[config.mk]
export PLATFORM = sky130hd
export DESIGN_NAME = video_pattern_gen_flat
export DESIGN_NICKNAME = d
export VERILOG_FILES = /design/src/rtl/video_pattern_gen_if.sv /design/src/rtl/video_pattern_gen.sv /design/src/flat_wrapper.sv
export SDC_FILE = /design/constraint.sdc
export NUM_CORES = 1
export LEC_CHECK = 0
export ABC_CLOCK_PERIOD_IN_PS = 6400
export BUFFER_PORTS_ARGS = -buffer_cell sky130_fd_sc_hd__buf_2
export CAP_MARGIN = 20
export CORE_MARGIN = 2
export CORE_UTILIZATION = 55
export DETAILED_ROUTE_END_ITERATION = 10
export PLACE_DENSITY = 0.75
export SLEW_MARGIN = 20
export SYNTH_ARGS = -nofsm -noshare
export SYNTH_HDL_FRONTEND = slang
export SYNTH_SLANG_ARGS = --single-unit
[constraint.sdc]
create_clock -name clk -period 6.4 [get_ports clk]
set_clock_uncertainty 0.15 [all_clocks]
set_input_delay 0.32 -clock clk [delete_from_list [all_inputs] [get_ports clk]]
set_output_delay 0.32 -clock clk [all_outputs]
set_load 0.01 [all_outputs]
[src/rtl/video_pattern_gen_if.sv]
// rtl/video_pattern_gen_if.sv - camera-style video stream bundle
//
// Purpose: groups the video stream and its position/frame side-band so a
// source and its sink connect through one port.
// Signals:
//   vid_vsync  - frame sync
//   vid_href   - active-line window
//   vid_clken  - pixel valid strobe
//   vid_data   - pixel, channel 0 in the LSBs (DATA_W bits)
//   x_pos      - pixel column of vid_data, valid with vid_clken
//   y_pos      - active line index
//   frame_cnt  - completed frames
// Modports: master drives everything, slave observes everything.
interface video_pattern_gen_if #(
  parameter int DATA_W = 24
);
  logic              vid_vsync;
  logic              vid_href;
  logic              vid_clken;
  logic [DATA_W-1:0] vid_data;
  logic [15:0]       x_pos;
  logic [15:0]       y_pos;
  logic [15:0]       frame_cnt;

  modport master (
    output vid_vsync, vid_href, vid_clken, vid_data, x_pos, y_pos, frame_cnt
  );

  modport slave (
    input vid_vsync, vid_href, vid_clken, vid_data, x_pos, y_pos, frame_cnt
  );
endinterface

[src/rtl/video_pattern_gen.sv]
// rtl/video_pattern_gen.sv - parametrised camera-style video test-pattern source
//
// Purpose: emits vsync/href/clken/data frames with configurable blanking,
// pixel-gap emulation and four runtime-selectable patterns, and counts
// completed frames. Every output is a flop.
// Ports:
//   clk     - single clock
//   rst     - synchronous active-high reset
//   enable  - run request; a frame already started always completes
//   mode    - pattern select (0 bars, 1 ramp, 2 checker, 3 LFSR), latched at frame start
//   vid     - master modport: vid_vsync, vid_href, vid_clken, vid_data, x_pos, y_pos, frame_cnt
module video_pattern_gen #(
  parameter int IMG_HDISP   = 640,
  parameter int IMG_VDISP   = 480,
  parameter int H_BLANK     = 160,
  parameter int VSYNC_LINES = 2,
  parameter int V_BACK      = 2,
  parameter int V_FRONT     = 2,
  parameter int CH_NUM      = 3,
  parameter int CH_WIDTH    = 8,
  parameter int CLKEN_GAP   = 0
) (
  input  logic                clk,
  input  logic                rst,
  input  logic                enable,
  input  logic [1:0]          mode,
  video_pattern_gen_if.master vid
);
  localparam int HREF_LEN = IMG_HDISP * (CLKEN_GAP + 1);
  localparam int LINE_LEN = HREF_LEN + H_BLANK;
  localparam int HW       = $clog2(LINE_LEN);
  localparam int DW       = CH_NUM * CH_WIDTH;

  localparam logic [HW-1:0] H_LAST    = HW'(LINE_LEN - 1);
  localparam logic [HW-1:0] HREF_END  = HW'(HREF_LEN);
  localparam logic [15:0]   SLOT_LAST = 16'(CLKEN_GAP);
  localparam logic [31:0]   LFSR_SEED = 32'hACE1_2468;
  localparam logic [31:0]   LFSR_POLY = 32'h8020_0003;

  typedef enum logic [2:0] {S_IDLE, S_VSYNC, S_VBACK, S_ACTIVE, S_VFRONT} state_t;

  state_t          state_q, state_d;
  logic [HW-1:0]   h_q, h_d;            // cycle within the current line
  logic [15:0]     v_q, v_d;            // line within the current FSM phase
  logic [15:0]     slot_q, slot_d;      // cycle within the current pixel slot
  logic [15:0]     pix_q, pix_d;        // pixel index of the current slot
  logic [1:0]      mode_q, mode_d;
  logic            par_q, par_d;        // frame parity for the checker
  logic [31:0]     lfsr_q, lfsr_d;
  logic            vid_vsync_q, vid_vsync_d;
  logic            vid_href_q, vid_href_d;
  logic            vid_clken_q, vid_clken_d;
  logic [DW-1:0]   vid_data_q, vid_data_d;
  logic [15:0]     x_pos_q, x_pos_d;
  logic [15:0]     y_pos_q, y_pos_d;
  logic [15:0]     frame_cnt_q, frame_cnt_d;

  logic            line_end, last_line, frame_done, start_frame;
  logic [2:0]      bar;
  logic [CH_WIDTH-1:0] ch;

  function automatic logic [15:0] lines_of(input state_t s);
    case (s)
      S_VSYNC:  return 16'(VSYNC_LINES);
      S_VBACK:  return 16'(V_BACK);
      S_ACTIVE: return 16'(IMG_VDISP);
      S_VFRONT: return 16'(V_FRONT);
      default:  return 16'd1;
    endcase
  endfunction

  // Bar index 7 - floor(8x/HDISP), done as a comparator ladder so no divider is built.
  function automatic logic [2:0] bar_of(input logic [15:0] x);
    logic [2:0] n;
    n = 3'd7;
    for (int j = 1; j < 8; j++) begin
      if (32'(x) * 32'd8 >= 32'(j * IMG_HDISP)) n = n - 3'd1;
    end
    return n;
  endfunction

  function automatic logic [31:0] lfsr_step(input logic [31:0] s);
    return {1'b0, s[31:1]} ^ (s[0] ? LFSR_POLY : 32'h0);
  endfunction

  always_comb begin
    state_d     = state_q;
    h_d         = h_q;
    v_d         = v_q;
    slot_d      = slot_q;
    pix_d       = pix_q;
    mode_d      = mode_q;
    par_d       = par_q;
    lfsr_d      = lfsr_q;
    frame_cnt_d = frame_cnt_q;
    x_pos_d     = x_pos_q;
    y_pos_d     = y_pos_q;
    vid_vsync_d = 1'b0;
    vid_href_d  = 1'b0;
    vid_clken_d = 1'b0;
    vid_data_d  = '0;
    line_end    = 1'b0;
    last_line   = 1'b0;
    frame_done  = 1'b0;
    start_frame = 1'b0;
    bar         = '0;
    ch          = '0;

    if (state_q == S_IDLE) begin
      start_frame = enable;
    end else begin
      line_end = (h_q == H_LAST);
      h_d      = line_end ? '0 : h_q + 1'b1;
      if (line_end) begin
        last_line = (v_q == lines_of(state_q) - 16'd1);
        v_d       = last_line ? '0 : v_q + 16'd1;
        if (last_line) begin
          case (state_q)
            S_VSYNC:  state_d = (V_BACK > 0) ? S_VBACK : S_ACTIVE;
            S_VBACK:  state_d = S_ACTIVE;
            S_ACTIVE: if (V_FRONT > 0) state_d = S_VFRONT; else frame_done = 1'b1;
            S_VFRONT: frame_done = 1'b1;
            default:  state_d = S_IDLE;
          endcase
        end
      end
    end

    // enable is only consulted at frame boundaries, so frames are never cut short.
    if (frame_done) begin
      frame_cnt_d = frame_cnt_q + 16'd1;
      state_d     = S_IDLE;
      start_frame = enable;
    end

    if (start_frame) begin
      state_d = S_VSYNC;
      h_d     = '0;
      v_d     = '0;
      mode_d  = mode;
      par_d   = frame_cnt_d[0];
      lfsr_d  = LFSR_SEED;
    end

    // Slot/pixel counters follow h_d so the registered outputs line up with it.
    if (h_d == '0) begin
      slot_d = '0;
      pix_d  = '0;
    end else if (slot_q == SLOT_LAST) begin
      slot_d = '0;
      pix_d  = pix_q + 16'd1;
    end else begin
      slot_d = slot_q + 16'd1;
    end

    vid_vsync_d = (state_d == S_VSYNC);
    vid_href_d  = (state_d == S_ACTIVE) && (h_d < HREF_END);
    vid_clken_d = vid_href_d && (slot_d == '0);

    if (state_d == S_VSYNC)       y_pos_d = '0;
    else if (state_d == S_ACTIVE) y_pos_d = v_d;

    if (vid_clken_d) begin
      x_pos_d = pix_d;
      bar     = bar_of(pix_d);
      for (int k = 0; k < CH_NUM; k++) begin
        case (mode_q)
          2'd0:    ch = bar[2'(k % 3)] ? '1 : '0;
          2'd1:    ch = CH_WIDTH'(32'(pix_d) + 32'(y_pos_d) + 32'(k));
          2'd2:    ch = (pix_d[4] ^ y_pos_d[4] ^ par_q) ? '1 : '0;
          default: ch = lfsr_q[CH_WIDTH-1:0];
        endcase
        vid_data_d[k*CH_WIDTH +: CH_WIDTH] = ch;
      end
      if (mode_q == 2'd3) lfsr_d = lfsr_step(lfsr_q);
    end
  end

  always_ff @(posedge clk) begin
    if (rst) begin
      state_q     <= S_IDLE;
      h_q         <= '0;
      v_q         <= '0;
      slot_q      <= '0;
      pix_q       <= '0;
      mode_q      <= '0;
      par_q       <= 1'b0;
      lfsr_q      <= LFSR_SEED;
      vid_vsync_q <= 1'b0;
      vid_href_q  <= 1'b0;
      vid_clken_q <= 1'b0;
      vid_data_q  <= '0;
      x_pos_q     <= '0;
      y_pos_q     <= '0;
      frame_cnt_q <= '0;
    end else begin
      state_q     <= state_d;
      h_q         <= h_d;
      v_q         <= v_d;
      slot_q      <= slot_d;
      pix_q       <= pix_d;
      mode_q      <= mode_d;
      par_q       <= par_d;
      lfsr_q      <= lfsr_d;
      vid_vsync_q <= vid_vsync_d;
      vid_href_q  <= vid_href_d;
      vid_clken_q <= vid_clken_d;
      vid_data_q  <= vid_data_d;
      x_pos_q     <= x_pos_d;
      y_pos_q     <= y_pos_d;
      frame_cnt_q <= frame_cnt_d;
    end
  end

  assign vid.vid_vsync = vid_vsync_q;
  assign vid.vid_href  = vid_href_q;
  assign vid.vid_clken = vid_clken_q;
  assign vid.vid_data  = vid_data_q;
  assign vid.x_pos     = x_pos_q;
  assign vid.y_pos     = y_pos_q;
  assign vid.frame_cnt = frame_cnt_q;
endmodule
[src/flat_wrapper.sv]
// flat-port wrapper written by rule: the top's interface ports become plain ports
module video_pattern_gen_flat 
#(
  parameter int IMG_HDISP   = 640,
  parameter int IMG_VDISP   = 480,
  parameter int H_BLANK     = 160,
  parameter int VSYNC_LINES = 2,
  parameter int V_BACK      = 2,
  parameter int V_FRONT     = 2,
  parameter int CH_NUM      = 3,
  parameter int CH_WIDTH    = 8,
  parameter int CLKEN_GAP   = 0
)
  (clk, rst, enable, mode, vid_vid_vsync, vid_vid_href, vid_vid_clken, vid_vid_data, vid_x_pos, vid_y_pos, vid_frame_cnt);
  video_pattern_gen_if vid_i ();
  input  logic clk;
  input  logic rst;
  input  logic enable;
  input  logic [1:0] mode;
  output wire logic [$bits(vid_i.vid_vsync)-1:0] vid_vid_vsync;
  output wire logic [$bits(vid_i.vid_href)-1:0] vid_vid_href;
  output wire logic [$bits(vid_i.vid_clken)-1:0] vid_vid_clken;
  output wire logic [$bits(vid_i.vid_data)-1:0] vid_vid_data;
  output wire logic [$bits(vid_i.x_pos)-1:0] vid_x_pos;
  output wire logic [$bits(vid_i.y_pos)-1:0] vid_y_pos;
  output wire logic [$bits(vid_i.frame_cnt)-1:0] vid_frame_cnt;
  assign vid_vid_vsync = vid_i.vid_vsync;
  assign vid_vid_href = vid_i.vid_href;
  assign vid_vid_clken = vid_i.vid_clken;
  assign vid_vid_data = vid_i.vid_data;
  assign vid_x_pos = vid_i.x_pos;
  assign vid_y_pos = vid_i.y_pos;
  assign vid_frame_cnt = vid_i.frame_cnt;
  video_pattern_gen #(.IMG_HDISP(IMG_HDISP), .IMG_VDISP(IMG_VDISP), .H_BLANK(H_BLANK), .VSYNC_LINES(VSYNC_LINES), .V_BACK(V_BACK), .V_FRONT(V_FRONT), .CH_NUM(CH_NUM), .CH_WIDTH(CH_WIDTH), .CLKEN_GAP(CLKEN_GAP)) u_core (.clk(clk), .rst(rst), .enable(enable), .mode(mode), .vid(vid_i));
endmodule
# Word-level counts from Yosys, hierarchy flattened
# Index checks and enable logic that the tools add are counted.
# totals
regBits,171
input_bits,5
# classes
n_addsub,15
n_lt_le_gt_ge,8
eq_ne,11
n_mux,53
n_bitwise,4
n_reduce_logical,9
# op_table
operator,n
16-bit two-way mux,12
32-bit two-way mux,4
8-bit case mux with 3 select lines,3
16-bit by 1-bit adder with 16-bit output (second input constant),4
19-bit by 12-bit greater-or-equal comparator with 1-bit output (second input constant),3
19-bit by 11-bit greater-or-equal comparator with 1-bit output (second input constant),2
16-bit logical NOT,2
31-bit by 32-bit XOR with 32-bit output,1
10-bit two-way mux,3
2-bit two-way mux,13
8-bit two-way mux,3
19-bit by 10-bit greater-or-equal comparator with 1-bit output (second input constant),1
19-bit by 13-bit greater-or-equal comparator with 1-bit output (second input constant),1
9-bit case mux with 2 select lines,1
16-bit equality test,1
16-bit by 1-bit subtractor with 16-bit output (second input constant),1
3-bit two-way mux,5
3-bit case mux with 4 select lines,1
2-bit by 1-bit subtractor with 2-bit output (second input constant),6
10-bit by 1-bit adder with 10-bit output (second input constant),1
10-bit equality test (second input constant),1
10-bit logical NOT,1
10-bit less-than comparator (second input constant),1
3-bit by 2-bit equality test with 1-bit output (second input constant),3
15 further kinds,26

# Depth between registers and ports, before layout
# logic_depth
depth_word,37
ltp_mapped,23
mapped_depth_nobuf,21

# Least setup slack after synthesis
# No wires, ideal clock.
# synth_path
kind,reg-to-reg
startpoint,reg u_core.h_q[0]
endpoint,"reg u_core.vid_data_q[23], in the netlist u_core.vid.vid_data[23]"
arrival_time_ps,4626
setup_slack_ps,1494
stages_incl_launch_ff,21
synth_period_minus_slack_ps,4906
cell_sequence,dfxtp_1 -> ha_1 -> and4_1 -> and3_1 -> o2111ai_1 -> a21boi_2 -> a21oi_2 -> clkbuf_1 -> a22oi_1 -> inv_1 -> ha_1 -> a21o_1 -> a21oi_1 -> nor2_1 -> a211oi_1 -> o21ai_0 -> a21oi_1 -> xnor3_1 -> xor2_1 -> a21oi_1 -> nor3_1
# synth_rtl
item,line,text
start: declaration,video_pattern_gen.sv:43,"logic [HW-1:0] h_q, h_d;"
start signal: assignment,video_pattern_gen.sv:182,h_q <= '0;
start signal: assignment,video_pattern_gen.sv:198,h_q <= h_d;
10-bit equality test *,video_pattern_gen.sv:112,line_end = (h_q == H_LAST);
3-bit two-way mux / 1-bit two-way mux (equally long branches),video_pattern_gen.sv:114,if (line_end) begin
3-bit two-way mux / 1-bit two-way mux (equally long branches),video_pattern_gen.sv:109,if (state_q == S_IDLE) begin
3-bit two-way mux / 1-bit two-way mux (equally long branches),video_pattern_gen.sv:130,if (frame_done) begin
3-bit two-way mux,video_pattern_gen.sv:136,if (start_frame) begin
3-bit by 2-bit equality test with 1-bit output,video_pattern_gen.sv:161,else if (state_d == S_ACTIVE) y_pos_d = v_d;
16-bit two-way mux,video_pattern_gen.sv:161,
16-bit two-way mux *,video_pattern_gen.sv:160,if (state_d == S_VSYNC) y_pos_d = '0;
named net u_core.y_pos_d[1],video_pattern_gen.sv:55,"logic [15:0] y_pos_q, y_pos_d;"
8-bit adder *,video_pattern_gen.sv:169,2'd1: ch = CH_WIDTH'(32'(pix_d) + 32'(y_pos_d) + 32'(k));
8-bit by 2-bit adder with 8-bit output *,video_pattern_gen.sv:169,
8-bit case mux with 3 select lines *,video_pattern_gen.sv:167,case (mode_q)
end signal: assignment,video_pattern_gen.sv:208,vid_data_q <= vid_data_d;
end: declaration,video_pattern_gen.sv:53,"logic [DW-1:0] vid_data_q, vid_data_d;"
# The timed path passes the listed nets; every way through them passes the cells marked *.
# A chain may end at the register's enable or synchronous reset.

# Worst setup path in the final report
# Same ends and word-level chain as after synthesis.

==> parameters.txt <==
Parameter                              Value

Status
  Result of the run    finished clean

Synthesis
  Number of flip-flops and latches in the synthesized netlist    about 170
  Count of flip-flops with a built-in enable after synthesis    0
  Async set or reset register ratio after synthesis    0
  Sequential-to-total area share from yosys stat    0.391
  Per-instance average area after synthesis    between 8 and 9 µm²
  Mapped cell area    a little under 9000 µm²
  Synthesized instance count    approximately 1100
  Netlist cell types    between 80 and 90
  Main flop type after synthesis    dfxtp_1
  Total of warnings raised by yosys    0
  Post-synth net total    1100

Final layout
  Total number of nets in the final design    about 1100
  Diode count    0
  Filler Cells Inserted    approximately 1400
  Final core utilization    0.623
  Fraction of final layout cells sized beyond drive strength 1    0.126
  Synthesis-to-finish area growth    12.0%
  Total area of sequential cells    approximately 3400 µm²
  Multi-input gate area    4980 µm²
  Filler-free cell count of the finished design    about 1300

Timing
  Remaining max-slew budget at the tightest pin    0.268
  Slew at the pin closest to its max-slew limit    approximately 1100 ps
  RSZ-0062 raised after global routing    no
  Number of failing setup endpoints in the final timing report    0
  Final period demand of the worst path    about 5600 ps
  Achievable Freq    about 180 MHz
  Number of endpoints with negative hold slack in the final report    0
  Sum of negative setup slack    0 ps
  Share of the clock period used by the worst path after layout    0.880
  Worst hold-check slack    between 100 and 150 ps
  Slew Viols, Final    0

Clock network
  Clock Root Buffer    clkbuf_16
  Clock transition time at the flip-flop clock pins of the worst setup and hold paths    roughly 70 ps
  Clock H-tree levels    4
  Total clock sinks    between 150 and 200
  Number of gates resized after cts    0
  Number of buffers on the longest clock path    2
  Worst skew pair latency    440 ps
  Clock buffer count from CTS    17
  Clock tree from TritonCTS    done

Drt
  Routed wire length per instance    ~15 µm
  Total detailed-routing wirelength    20700 µm
  Count of unresolved DRC violations after routing    0
  Detailed-router iteration count before antenna repair    5
  Vias per Instance    approximately 5.8
  Violation count after the first detailed-routing iteration    709
  Total via count in the routed design    7730
  Number of nets still failing antenna checks after routing    0

Global routing
  Via count of the first global-routing pass    6964
  First-pass GRT wire length    33800 µm
  Tot GR Track Use    0.251
  Remaining global-route overflow    0
  Pin count of the biggest net entering global routing    just under 80
  Number of antenna violations at the first check in global routing    0

Setup path
  Critical path data required time    6560 ps
  Startpoint type of the worst setup path    flip-flop
  CP Data Arrival Time    slightly below 6000 ps
  Largest fanout of any net on the critical path    19
  Critical path type    reg -> reg
  CP endpoint kind    flip-flop

Die
  Height of the die    130 µm
  Boundary pin count    80
  Die ar.    between 15000 and 20000 µm²
  Initial core utilization    0.557
  Width of the die    roughly 130 µm
  Core outline area    about 16000 µm²
  Number of placement rows    46

Power and ir drop
  Largest vdd supply drop    about 0.19 mV
  PD cells    222 nW/µm²
  Standby leakage power    3.84 nW

Place
  Placed cell count    1310
  IO Port Bufs    79
  Placed wire-length estimate after detailed placement    ~14000 µm
  Final Wtd Congestion    0.943

Min path
  Worst min-delay path category    in -> reg

Flow run
  Maxcap violations    0
==> timing repair <==
item                      4_1_cts  5_1_grt
hold endpoints to repair        2        0
hold buffers                    2        0
setup buffers                   0        0
==> state kept, by name (all words and copies together), names as in the netlist <==
signal	cells
u_core.vid.frame_cnt	16
u_core.vid.x_pos	16
u_core.slot_q	16
u_core.h_q	10
u_core.vid.vid_vsync	1
u_core.vid.y_pos	16
u_core.vid.vid_href	1
u_core.mode_q	2
u_core.lfsr_q	32
u_core.vid.vid_data	24
u_core.state_q	3
u_core.pix_q	16
u_core.par_q	1
u_core.vid.vid_clken	1
u_core.v_q	16
==> path summary, 6_finish.rpt <==
kind / cells past startpoint / from / endpoint / slack, ps
worst max-delay path: 19 / u_core.h_q[0]$_SDFF_PP0_ / u_core.vid.vid_data[23]$_SDFF_PP0_ / 770
worst min-delay path: 5 / enable / u_core.state_q[0]$_SDFF_PP0_ / 150
worst max register to register: 19 / u_core.h_q[0]$_SDFF_PP0_ / u_core.vid.vid_data[23]$_SDFF_PP0_ / 770
worst min register to register: 2 / u_core.lfsr_q[16]$_SDFF_PP1_ / u_core.lfsr_q[15]$_SDFF_PP0_ / 300
==> Yosys cell counts (22+ instances only) <==
master,n,area share
a21oi_1,61,0.035
and3_1,23,0.016
nand3_1,48,0.027
xor2_1,37,0.037
dfxtp_1,171,0.39
inv_1,25,0.011
nor2_1,152,0.065
nand2_1,106,0.045
nand4_1,22,0.016
xnor2_1,49,0.049
nor3_1,49,0.028
o21ai_0,33,0.019
clkbuf_1,44,0.019
==> layer usage <==
metal / vias up / GRT usage / wire length (µm)
li1: 3841 / - / -
met1: 3610 / 0.331 / 9370
met2: 238 / 0.397 / 9560
met3: 41 / 0.0619 / 1260
met4: 0 / 0.0968 / 526
met5: - / 0 / 0
==> critical path: stages (launching register included) <==
cell and delay (ps):
dfxtp_1 430, ha_1 280, and4_1 270, and3_1 280, o2111a_1 460, mux2i_1 160
a21oi_2 720, a22oi_1 320, inv_1 110, ha_1 230, a21o_1 180, a21oi_1 220
nor2_1 70, a211oi_1 430, o21ai_0 150, a21oi_1 230, xnor3_1 400, xor2_1 170
a21oi_1 170, nor3_1 70
==> final cells by class <==
cell class	instances	area share
multi-input cells	813	0.508
flip-flops and latches	171	0.349
repair buffers	87	0.0473
clock buffers	21	0.0470
well taps	216	0.0276
clock inverters	10	0.0111
inverters	25	0.00958
==> power by group <==
group          internal (mW)  switching [mW]  total, mW  leakage, nW
Sequential              1.07         0.00494       1.07         1.38
Clock                  0.564           0.445       1.01        0.278
Combinational         0.0255          0.0703     0.0958         2.18
==> cells in the final DEF, fill, tap and decap left out, drive strengths merged, types with 4 or more instances in the layout <==
| cell | instances |
|---|---|
| dfxtp | 171 |
| nor2 | 153 |
| nand2 | 106 |
| buf | 85 |
| a21oi | 64 |
| xnor2 | 49 |
| nor3 | 49 |
| nand3 | 48 |
| xor2 | 37 |
| o21ai | 36 |
| inv | 30 |
| and3 | 23 |
| nand4 | 23 |
| mux2i | 21 |
| ha | 21 |
| clkbuf | 21 |
| nor2b | 17 |
| o21bai | 16 |
| or3 | 13 |
| nor4 | 11 |
| a211oi | 9 |
| nand2b | 8 |
| and2 | 8 |
| a31oi | 7 |
| a22oi | 7 |
| and4 | 5 |
| a32oi | 5 |
| or2 | 5 |
| nor3b | 5 |
| o211ai | 5 |
| o31ai | 4 |
| o21a | 4 |
| or4 | 4 |
| a21boi | 4 |
==> through the flow <==
step	power [mW]	cell area [µm²]	worst slack, ps
2_1_floorplan	1.16	8750	1490
3_3_place_gp	1.19	9210	1030
3_5_place_dp	1.19	9210	833
4_1_cts	2.19	9800	803
5_1_grt	2.24	9800	185
6_report	2.18	9800	771
==> logic make-up after synthesis <==
group	share of synthesized area
xor gates and xnor gates	0.0887
DFF	0.391
muxes	0.0253
buffers and inverters	0.0412
and+or+nand+nor	0.271
AOI/OAI and AO/OA	0.150
adders and majority gates	0.0323
No activity file was read; power rests on OpenSTA's default activity.
